File: src/rtl/inv_mix_columns.sv
// AES InvMixColumns: one 128-bit state per handshake, COLS_PER_CYCLE columns per BUSY cycle.
// Define INV_MIX_FWD_EN to add fwd_mode, which selects the forward MixColumns matrix at accept.
module inv_mix_columns #(
  parameter int COLS_PER_CYCLE = 1
) (
  input  logic         clk,
  input  logic         rst,
  input  logic         in_valid,
  output logic         in_ready,
  input  logic [127:0] in_state,
`ifdef INV_MIX_FWD_EN
  input  logic         fwd_mode,
`endif
  output logic         out_valid,
  input  logic         out_ready,
  output logic [127:0] out_state,
  output logic         busy
);

  if (!(COLS_PER_CYCLE == 1 || COLS_PER_CYCLE == 2 || COLS_PER_CYCLE == 4)) begin : g_bad_cols
    $error("inv_mix_columns: COLS_PER_CYCLE must be 1, 2 or 4");
  end

  localparam logic [1:0] STEP = 2'(COLS_PER_CYCLE);
  localparam int         LAST = 4 - COLS_PER_CYCLE;

  typedef enum logic [1:0] {IDLE, BUSY, DONE} state_t;

  state_t       state_q;
  logic [1:0]   col_q;
  logic         in_ready_q;
  logic         out_valid_q;
  logic         busy_q;
  logic [127:0] res_q;
  logic [127:0] work_q;
  logic [127:0] work_d;
`ifdef INV_MIX_FWD_EN
  logic         fwd_q;
`endif

  function automatic logic [7:0] xtime(input logic [7:0] x);
    return {x[6:0], 1'b0} ^ (x[7] ? 8'h1B : 8'h00);
  endfunction

  function automatic logic [31:0] inv_col(input logic [31:0] a);
    logic [7:0]  x1 [4];
    logic [7:0]  x2 [4];
    logic [7:0]  x4 [4];
    logic [7:0]  x8 [4];
    logic [31:0] b;
    b = '0;
    for (int r = 0; r < 4; r++) begin
      x1[r] = a[31-8*r -: 8];
      x2[r] = xtime(x1[r]);
      x4[r] = xtime(x2[r]);
      x8[r] = xtime(x4[r]);
    end
    // 0e*a_r ^ 0b*a_(r+1) ^ 0d*a_(r+2) ^ 09*a_(r+3)
    for (int r = 0; r < 4; r++) begin
      b[31-8*r -: 8] = (x8[r] ^ x4[r] ^ x2[r])
                     ^ (x8[(r+1)%4] ^ x2[(r+1)%4] ^ x1[(r+1)%4])
                     ^ (x8[(r+2)%4] ^ x4[(r+2)%4] ^ x1[(r+2)%4])
                     ^ (x8[(r+3)%4] ^ x1[(r+3)%4]);
    end
    return b;
  endfunction

`ifdef INV_MIX_FWD_EN
  function automatic logic [31:0] fwd_col(input logic [31:0] a);
    logic [7:0]  x1 [4];
    logic [7:0]  x2 [4];
    logic [31:0] b;
    b = '0;
    for (int r = 0; r < 4; r++) begin
      x1[r] = a[31-8*r -: 8];
      x2[r] = xtime(x1[r]);
    end
    for (int r = 0; r < 4; r++) begin
      b[31-8*r -: 8] = x2[r] ^ x2[(r+1)%4] ^ x1[(r+1)%4] ^ x1[(r+2)%4] ^ x1[(r+3)%4];
    end
    return b;
  endfunction
`endif

  // Columns are independent, so each one is transformed in place in the work register.
  always_comb begin
    work_d = work_q;
    for (int c = 0; c < 4; c++) begin
      if (c >= int'(col_q) && c < int'(col_q) + COLS_PER_CYCLE) begin
`ifdef INV_MIX_FWD_EN
        work_d[127-32*c -: 32] = fwd_q ? fwd_col(work_q[127-32*c -: 32])
                                       : inv_col(work_q[127-32*c -: 32]);
`else
        work_d[127-32*c -: 32] = inv_col(work_q[127-32*c -: 32]);
`endif
      end
    end
  end

  always_ff @(posedge clk) begin
    if (state_q == IDLE && in_valid) begin
      work_q <= in_state;
`ifdef INV_MIX_FWD_EN
      fwd_q  <= fwd_mode;
`endif
    end else if (state_q == BUSY) begin
      work_q <= work_d;
    end
  end

  // The result register is only loaded on entry to DONE, so out_state holds between results.
  always_ff @(posedge clk) begin
    if (rst) begin
      state_q     <= IDLE;
      col_q       <= '0;
      in_ready_q  <= 1'b1;
      out_valid_q <= 1'b0;
      busy_q      <= 1'b0;
      res_q       <= '0;
    end else begin
      case (state_q)
        IDLE: begin
          if (in_valid) begin
            state_q    <= BUSY;
            col_q      <= '0;
            in_ready_q <= 1'b0;
            busy_q     <= 1'b1;
          end
        end
        BUSY: begin
          col_q <= col_q + STEP;
          if (int'(col_q) == LAST) begin
            state_q     <= DONE;
            col_q       <= '0;
            busy_q      <= 1'b0;
            out_valid_q <= 1'b1;
            res_q       <= work_d;
          end
        end
        DONE: begin
          if (out_ready) begin
            state_q     <= IDLE;
            out_valid_q <= 1'b0;
            in_ready_q  <= 1'b1;
          end
        end
        default: begin
          state_q     <= IDLE;
          col_q       <= '0;
          in_ready_q  <= 1'b1;
          out_valid_q <= 1'b0;
          busy_q      <= 1'b0;
        end
      endcase
    end
  end

  assign in_ready  = in_ready_q;
  assign out_valid = out_valid_q;
  assign busy      = busy_q;
  assign out_state = res_q;

endmodule

File: config.mk
export PLATFORM = sky130hd
export DESIGN_NAME = inv_mix_columns
export DESIGN_NICKNAME = d
export VERILOG_FILES = /design/src/rtl/inv_mix_columns.sv
export SDC_FILE = /design/constraint.sdc
export NUM_CORES = 1
export LEC_CHECK = 0
export ABC_CLOCK_PERIOD_IN_PS = 19500
export CORE_UTILIZATION = 62
export CTS_BUF_LIST = sky130_fd_sc_hd__clkbuf_16
export CTS_CLUSTER_SIZE = 12
export DETAILED_ROUTE_END_ITERATION = 8
export GPL_TIMING_DRIVEN = 0
export PLACE_DENSITY_LB_ADDON = 0.1
export SLEW_MARGIN = 20
export SYNTH_ARGS = -nofsm -noshare
export SYNTH_HDL_FRONTEND = slang
export SYNTH_SLANG_ARGS = --single-unit
File: constraint.sdc
create_clock -name clk -period 19.5 [get_ports clk]
set_clock_uncertainty 0.05 [all_clocks]
set_input_delay 2.925 -clock clk [delete_from_list [all_inputs] [get_ports clk]]
set_output_delay 2.925 -clock clk [all_outputs]
set_load 0.05 [all_outputs]
==> results of run 1 <==
-- cell type report --
class | instances | area (sq um)
Antenna cell | 2 | 5.00
Buffer | 176 | 810
Clock buffer | 30 | 751
Clock inverter | 23 | 103
Fill cell | 2304 | 7840
Inverter | 10 | 37.5
Multi-Input combinational cell | 1445 | 13100
Sequential cell | 263 | 6550
Tap cell | 442 | 553
Timing Repair Buffer | 267 | 2760
-- registers in the layout, indices dropped and copies added, names as in the netlist --
name,flops
in_ready,1
out_valid,1
work_q,128
col_q,2
out_state,128
state_q,2
busy,1
-- worst max-delay path, cell delays in order --
cell and delay, ps:
clkdlybuf4s50_1 440, nor2b_1 210, nand2b_1 100, clkbuf_1 410, clkbuf_1 800, clkbuf_1 590
a31oi_1 220
-- cells by family after synthesis --
| family | share of synthesized area (%) |
|---|---|
| xor gates and xnor gates | 43.0 |
| and+or+nand+nor | 7.15 |
| DFF | 32.0 |
| AOI/OAI and AO/OA | 6.81 |
| buffers and inverters | 4.14 |
| muxes | 6.59 |
| adders and majority gates | 0.245 |
-- final timing paths --
kind	from	end	slack, ps	cells past startpoint
setup / recovery	in_valid	work_q[116]	14030	7
hold reg to reg	out_state[13]	out_state[13]	410	2
hold / removal	out_state[13]	out_state[13]	410	2
setup reg to reg	col_q[0]	out_state[10]	15890	8
-- stage by stage --
stage	hold slack (ps)	area, sq um
floorplan	458	20400
global route	430	24600
global placement	395	23600
detailed placement	398	23800
CTS	406	24600
finish	406	24600
-- layout by cell type, fill, tap and decap left out, types with 11 or more instances in the layout --
| cell type | instances |
|---|---|
| a211oi_1 | 58 |
| a21oi_1 | 130 |
| buf_1 | 11 |
| buf_2 | 43 |
| buf_4 | 17 |
| clkbuf_1 | 100 |
| clkbuf_16 | 30 |
| clkdlybuf4s50_1 | 261 |
| dfxtp_1 | 135 |
| edfxtp_1 | 128 |
| inv_1 | 21 |
| mux2_2 | 36 |
| mux2i_1 | 94 |
| nand2_1 | 92 |
| nor2_1 | 239 |
| nor3_1 | 28 |
| o21ai_0 | 11 |
| xnor2_1 | 397 |
| xnor2_2 | 22 |
| xnor3_1 | 138 |
| xor2_1 | 113 |
| xor3_1 | 25 |
-- metal layers --
layer	track usage, %	part of all wire [%]	vias up
li1	-	-	6950
met3	6.04	8.1	134
met4	13.7	4.1	2
met5	0	0.022	-
met2	59.2	47	719
met1	48.2	41	7500
==> out/results.ini, run 1 <==
[yosys]
synth_edf_count=128
synth_nets=2030
syn_area_per_cell_sq_um=10.8
synth_top_area_cell=edfxtp_1
ys_warn_count=0
ys_types=40
ys_ff_latch=263
synth_most_common_cell=xnor2_1
synthArstFlopShare_pct=0
synth_common_cells=xnor2_1, nor2_1, xnor3_1, dfxtp_1, a21oi_1
synth_ff_type=dfxtp_1
netlist_top_cells_area=edfxtp_1, xnor2_1, xnor3_1
syn_area_sq_um=20400
netlist.area_leader.share_pct=18.8
ys_seq_area_share_pct=32.0
synthCells=1894

[cells_and_area]
fin_util_pct=75.9
syn2layout_area_growth_pct=20.5
fin_nets=2328
stdcell_count=2658
drive_gt1_share_pct=8.08

[sta]
fin_crit_ps=5470
slew_headroom_pct=25.7
rsz0062_at_grt=no
fmax_ghz=0.183
hold_viol=0
tns_ps=0
period_share_pct=28.1
slew_violations=0
setup_violations=0
worstMarginPinSlew_ps=1110
setup_ws_ps=14030

[die]
start_util_pct=63.0
fp.dieW_um=184
die_area_sq_um=33700
rows=66
die_y_um=184
core-area_sq_um=32500
io_pins=263

[routing]
dr.pass1.iters=5
drtIter0Drc=1339
avgRoutedWirePerCell_um=22.6
drc=0
ant_nets=0
vias_per_cell=5.76
drt-total-wl_um=60200
vias=15300

[job]
maxCapViolations=0

[global_route]
grt-ovfl-total=0
grt_pass1_wl_um=91300
grt_pass1_vias=15300
track_usage_pct=36.1
grt_antenna_before_repair=4
grt_start_max_net_pins=26

[worst_setup_path]
worstSetupStartpointType=input port
end_kind=register
cp.arrival_ps=5700
critPathMaxFanout=10
cp.required_ps=19730
crit_type=input port to register

[clock_network]
clkSinkCount=263
cts.clk_slew.worst_paths_ps=60
numCtsBuffers=29
clk_path_buf_depth=3
h-tree-depth=1
cts_tree=yes
cts_resized=0
hold_buffers=0
post_cts_buffers=0
root_buffer=clkbuf_16
clock_latency_ps=580

[placed_design]
place_hpwl_um=46300
place_congestion=0.975
io_buffer_count=261
placed_cells=2603
dp_worst_setup_slack_ps=13510

[worst_hold_path]
holdCritPathClass=register to register

[run_status]
status=complete, no violations

Power of run 1 is left out: the tool's default activity adds up to more than one toggle a clock period on the data nets, which glitch-free logic cannot reach.
==> inputs of run 2 (changes only) <==
ABC_CLOCK_PERIOD_IN_PS = 4600   (was 19500)
CORE_UTILIZATION = 52   (was 62)
clock period = 4.6 ns   (was 19.5 ns; I/O delays follow)
==> run 2 against run 1 <==
Compared with the run above: global-route usage down 5.6 points; clock-buffer cell count unchanged; highest routed layer is now met4; non-clock buffer count unchanged; final cell count up 2.8%; setup slack worse by 13000 ps; via count down 2.6%; wire length up 1.7%; first-iteration DRC count down 17%; critical path depth up 1; flip-flop and latch count unchanged; die area up 19%; final area up 0.34%.
==> out/results.ini, run 2 (synthesized netlist as in run 1, its figures left out) <==
[global_route]
grt-ovfl-total=0
met3_usage_pct=3.92
grt_util_met1_pct=42.2
grt_pass1_vias=15100
track_usage_pct=30.5
grt_use_met2_pct=50.6
grt_start_max_net_pins=27
grt_pass1_wl_um=93100
top_usage_layer=met2
grt_antenna_before_repair=0

[worst_setup_path]
end_kind=register
critPathMaxFanout=10
crit_type=register to register
cp.arrival_ps=4060
cp.required_ps=5050
worstSetupStartpointType=register

[die]
io_pins=263
start_util_pct=52.8
die_area_sq_um=40100
fp.dieW_um=200
rows=72
die_y_um=200
core-area_sq_um=38700

[placed_design]
io_buffer_count=261
dp_worst_setup_slack_ps=842
place_congestion=0.971
place_hpwl_um=48400

[sta]
period_share_pct=78.5
rsz0062_at_grt=no
setup_ws_ps=987
setup_violations=0
timing.hold.ws_ps=403
slew_headroom_pct=24.6
tns_ps=0
slew_violations=0
fin_crit_ps=3610
worstMarginPinSlew_ps=1130
hold_viol=0
fmax_ghz=0.277

[clock_network]
clk_path_buf_depth=3
root_buffer=clkbuf_16
cts_tree=yes
clkSinkCount=263
numCtsBuffers=29
hold_buffers=0
clock_latency_ps=570
cts_resized=0
post_cts_buffers=0
h-tree-depth=1
cts.clk_slew.worst_paths_ps=60

[cells_and_area]
antennaDiodeCount=0
regArea_sq_um=6550
n_fill_cell=3247
syn2layout_area_growth_pct=20.9
fin_nets=2328
fin_util_pct=63.8
final_common_cell=xnor2_1
drive_gt1_share_pct=8.22
final_cell_mix=xnor2_1, clkdlybuf4s50_1, nor2_1
multiInputGateArea_sq_um=13100

[worst_hold_path]
holdCritPathClass=register to register

[routing]
drtIter0Drc=1118
avgRoutedWirePerCell_um=22.4
ant_nets=0
vias=14900
drt-total-wl_um=61200
dr.pass1.iters=8
drc=0
vias_per_cell=5.46

[run_status]
status=complete, no violations

[job]
maxCapViolations=0

-- run 2: cell count changes in the layout (fill, tap and decap cells not counted), sizes merged --
cell      delta
diode        -2
clkinv       +5
inv          -4
clkinvlp     -1
-- run 2: final timing paths --
check                                   from             to  slack (ps)  cells past startpoint
worst min register to register  out_state[1]   out_state[1]         400                      2
worst max-delay path                col_q[0]  out_state[10]         990                      8
worst max register to register      col_q[0]  out_state[10]         990                      8
worst min-delay path            out_state[1]   out_state[1]         400                      2
-- run 2: critical path: stages (launching register included) --
cell and delay [ps]:
dfxtp_1 360, ha_1 150, clkbuf_1 540, and2_1 230
clkbuf_1 600, clkbuf_1 630, buf_1 570, nand3_1 220
a21oi_1 170
-- run 2: cell type report --
class	instances	area share, %
inverter	10	0.152
tap	518	2.62
clock inverter	23	0.385
sequential	263	26.5
multi-input combinational	1445	52.8
clock buffer	30	3.04
buffer	176	3.28
timing repair buffer	267	11.2
-- run 2: metal layers --
metal	part of all wire, %	up-vias
met5	0	-
met4	2.6	0
met3	5.9	75
met2	47	470
met1	44	7395
li1	-	6965
-- run 2: stage by stage --
stage,area [sq um],std cells
6_report,24700,2732
5_1_grt,24700,2732
4_1_cts,24700,2732
3_5_place_dp,23900,2679
3_3_place_gp,23700,2673
2_1_floorplan,20400,1894
Power of run 2 is left out for the same reason.
==> inputs of run 3 (changes only) <==
ABC_CLOCK_PERIOD_IN_PS = 3470   (was 4600)
CORE_UTILIZATION = 57   (was 52)
clock period = 3.47 ns   (was 4.6 ns; I/O delays follow)
==> run 3 against run 2 <==
Compared with the run above: die area down 8.7%; clock-buffer cell count up 1; wire length decreased by 1.1%; critical path depth unchanged; global-route usage rose by 2.6 points; highest routed layer unchanged.
==> out/results.ini, run 3 (synthesized netlist as in run 1, its figures left out) <==
[run_status]
status=complete, no violations

[sta]
slew_violations=0
fin_crit_ps=3350
period_share_pct=96.6
worstMarginPinSlew_ps=1200
setup_ws_ps=119
slew_headroom_pct=20.2
rsz0062_at_grt=no
setup_violations=0
hold_viol=0
fmax_ghz=0.298

[worst_setup_path]
critPathMaxFanout=10
crit_type=register to register
rr_startpoint=col_q[1]
worstSetupStartpointType=register
end_kind=register
cp.arrival_ps=3810
r2r_slack_ps=120
cp.required_ps=3930
r2r_end=out_state[10]
reg2reg_depth=8
crit_start=col_q[1]

[global_route]
grt_start_max_net_pins=26
grt_pass1_wl_um=90200
track_usage_pct=33.1
grt_antenna_before_repair=2
grt_pass1_vias=14900
grt-ovfl-total=0

[cells_and_area]
stdcell_count=2671
fin_nets=2328
final_cell_mix=xnor2_1, clkdlybuf4s50_1, nor2_1
drive_gt1_share_pct=8.18
final_common_cell=xnor2_1
n_fill_cell=2672
syn2layout_area_growth_pct=20.7

[placed_design]
placed_cells=2616
dp_worst_setup_slack_ps=-77.2
place_hpwl_um=47500
io_buffer_count=261
place_congestion=0.972

[clock_network]
post_cts_buffers=0
cts_tree=yes
clk_path_buf_depth=3
h-tree-depth=1
numCtsBuffers=29
hold_buffers=0
cts.clk_slew.worst_paths_ps=60
clock_latency_ps=580
root_buffer=clkbuf_16
cts_resized=2
clkSinkCount=263

[routing]
vias=14900
drc=0
dr.pass1.iters=5
vias_per_cell=5.60
drt-total-wl_um=60500
ant_nets=0
drtIter0Drc=1213
avgRoutedWirePerCell_um=22.7

[worst_hold_path]
hold_depth=2
hold_path_end=out_state[8]
min_from=out_state[8]
holdCritPathClass=register to register

[die]
start_util_pct=58.6
fp.dieW_um=191
die_y_um=191
core-area_sq_um=34900
die_area_sq_um=36600
io_pins=263
rows=68

[job]
maxCapViolations=0

-- run 3: cell count changes in the layout (fill, tap and decap cells not counted), sizes merged --
cell	change
clkinvlp	+1
inv	+5
clkinv	-7
diode	+2
clkbuf	+1
-- run 3: per-stage QoR --
stage	setup TNS (ps)	util [%]	hold slack, ps	cell area, sq um
floorplan	0	-	489	20400
global placement	-128370	67.7	395	23600
detailed placement	-332	68.2	397	23800
CTS	0	70.7	406	24700
global route	0	70.7	424	24700
finish	0	70.7	405	24700
-- run 3: metal layers --
layer / vias up / part of all wire (%) / GRT usage (%)
met5: - / 0 / 0
met4: 0 / 3.5 / 11.1
met3: 94 / 7.3 / 4.39
met2: 626 / 47 / 54.8
met1: 7260 / 42 / 44.8
li1: 6966 / - / -
-- run 3: worst max path at each step --
stage	slack [ps]	cells past startpoint	end
CTS	120	8	out_state[10]
floorplan	550	2	work_q[0]
global placement	-1010	3	work_q[90]
detailed placement	-80	8	out_state[10]
global route	20	8	out_state[10]
finish	120	8	out_state[10]
-- run 3: worst max-delay path, cell delays in order (launching register included) --
cell	delay (ps)
dfxtp_1	370
ha_1	160
clkbuf_1	530
and2_1	230
clkbuf_1	570
clkbuf_2	470
buf_1	600
nand3_1	150
a21oi_1	150
-- run 3: cell type report --
type | instances | area (sq um) | share of cell area, %
Antenna cell | 2 | 5.00 | 0.0203
Clock inverter | 22 | 95.1 | 0.386
Clock buffer | 31 | 776 | 3.15
Tap cell | 455 | 569 | 2.31
Inverter | 10 | 37.5 | 0.152
Buffer | 176 | 812 | 3.29
Timing Repair Buffer | 267 | 2770 | 11.2
Multi-Input combinational cell | 1445 | 13100 | 52.9
Sequential cell | 263 | 6550 | 26.5
Power of run 3 is left out for the same reason.
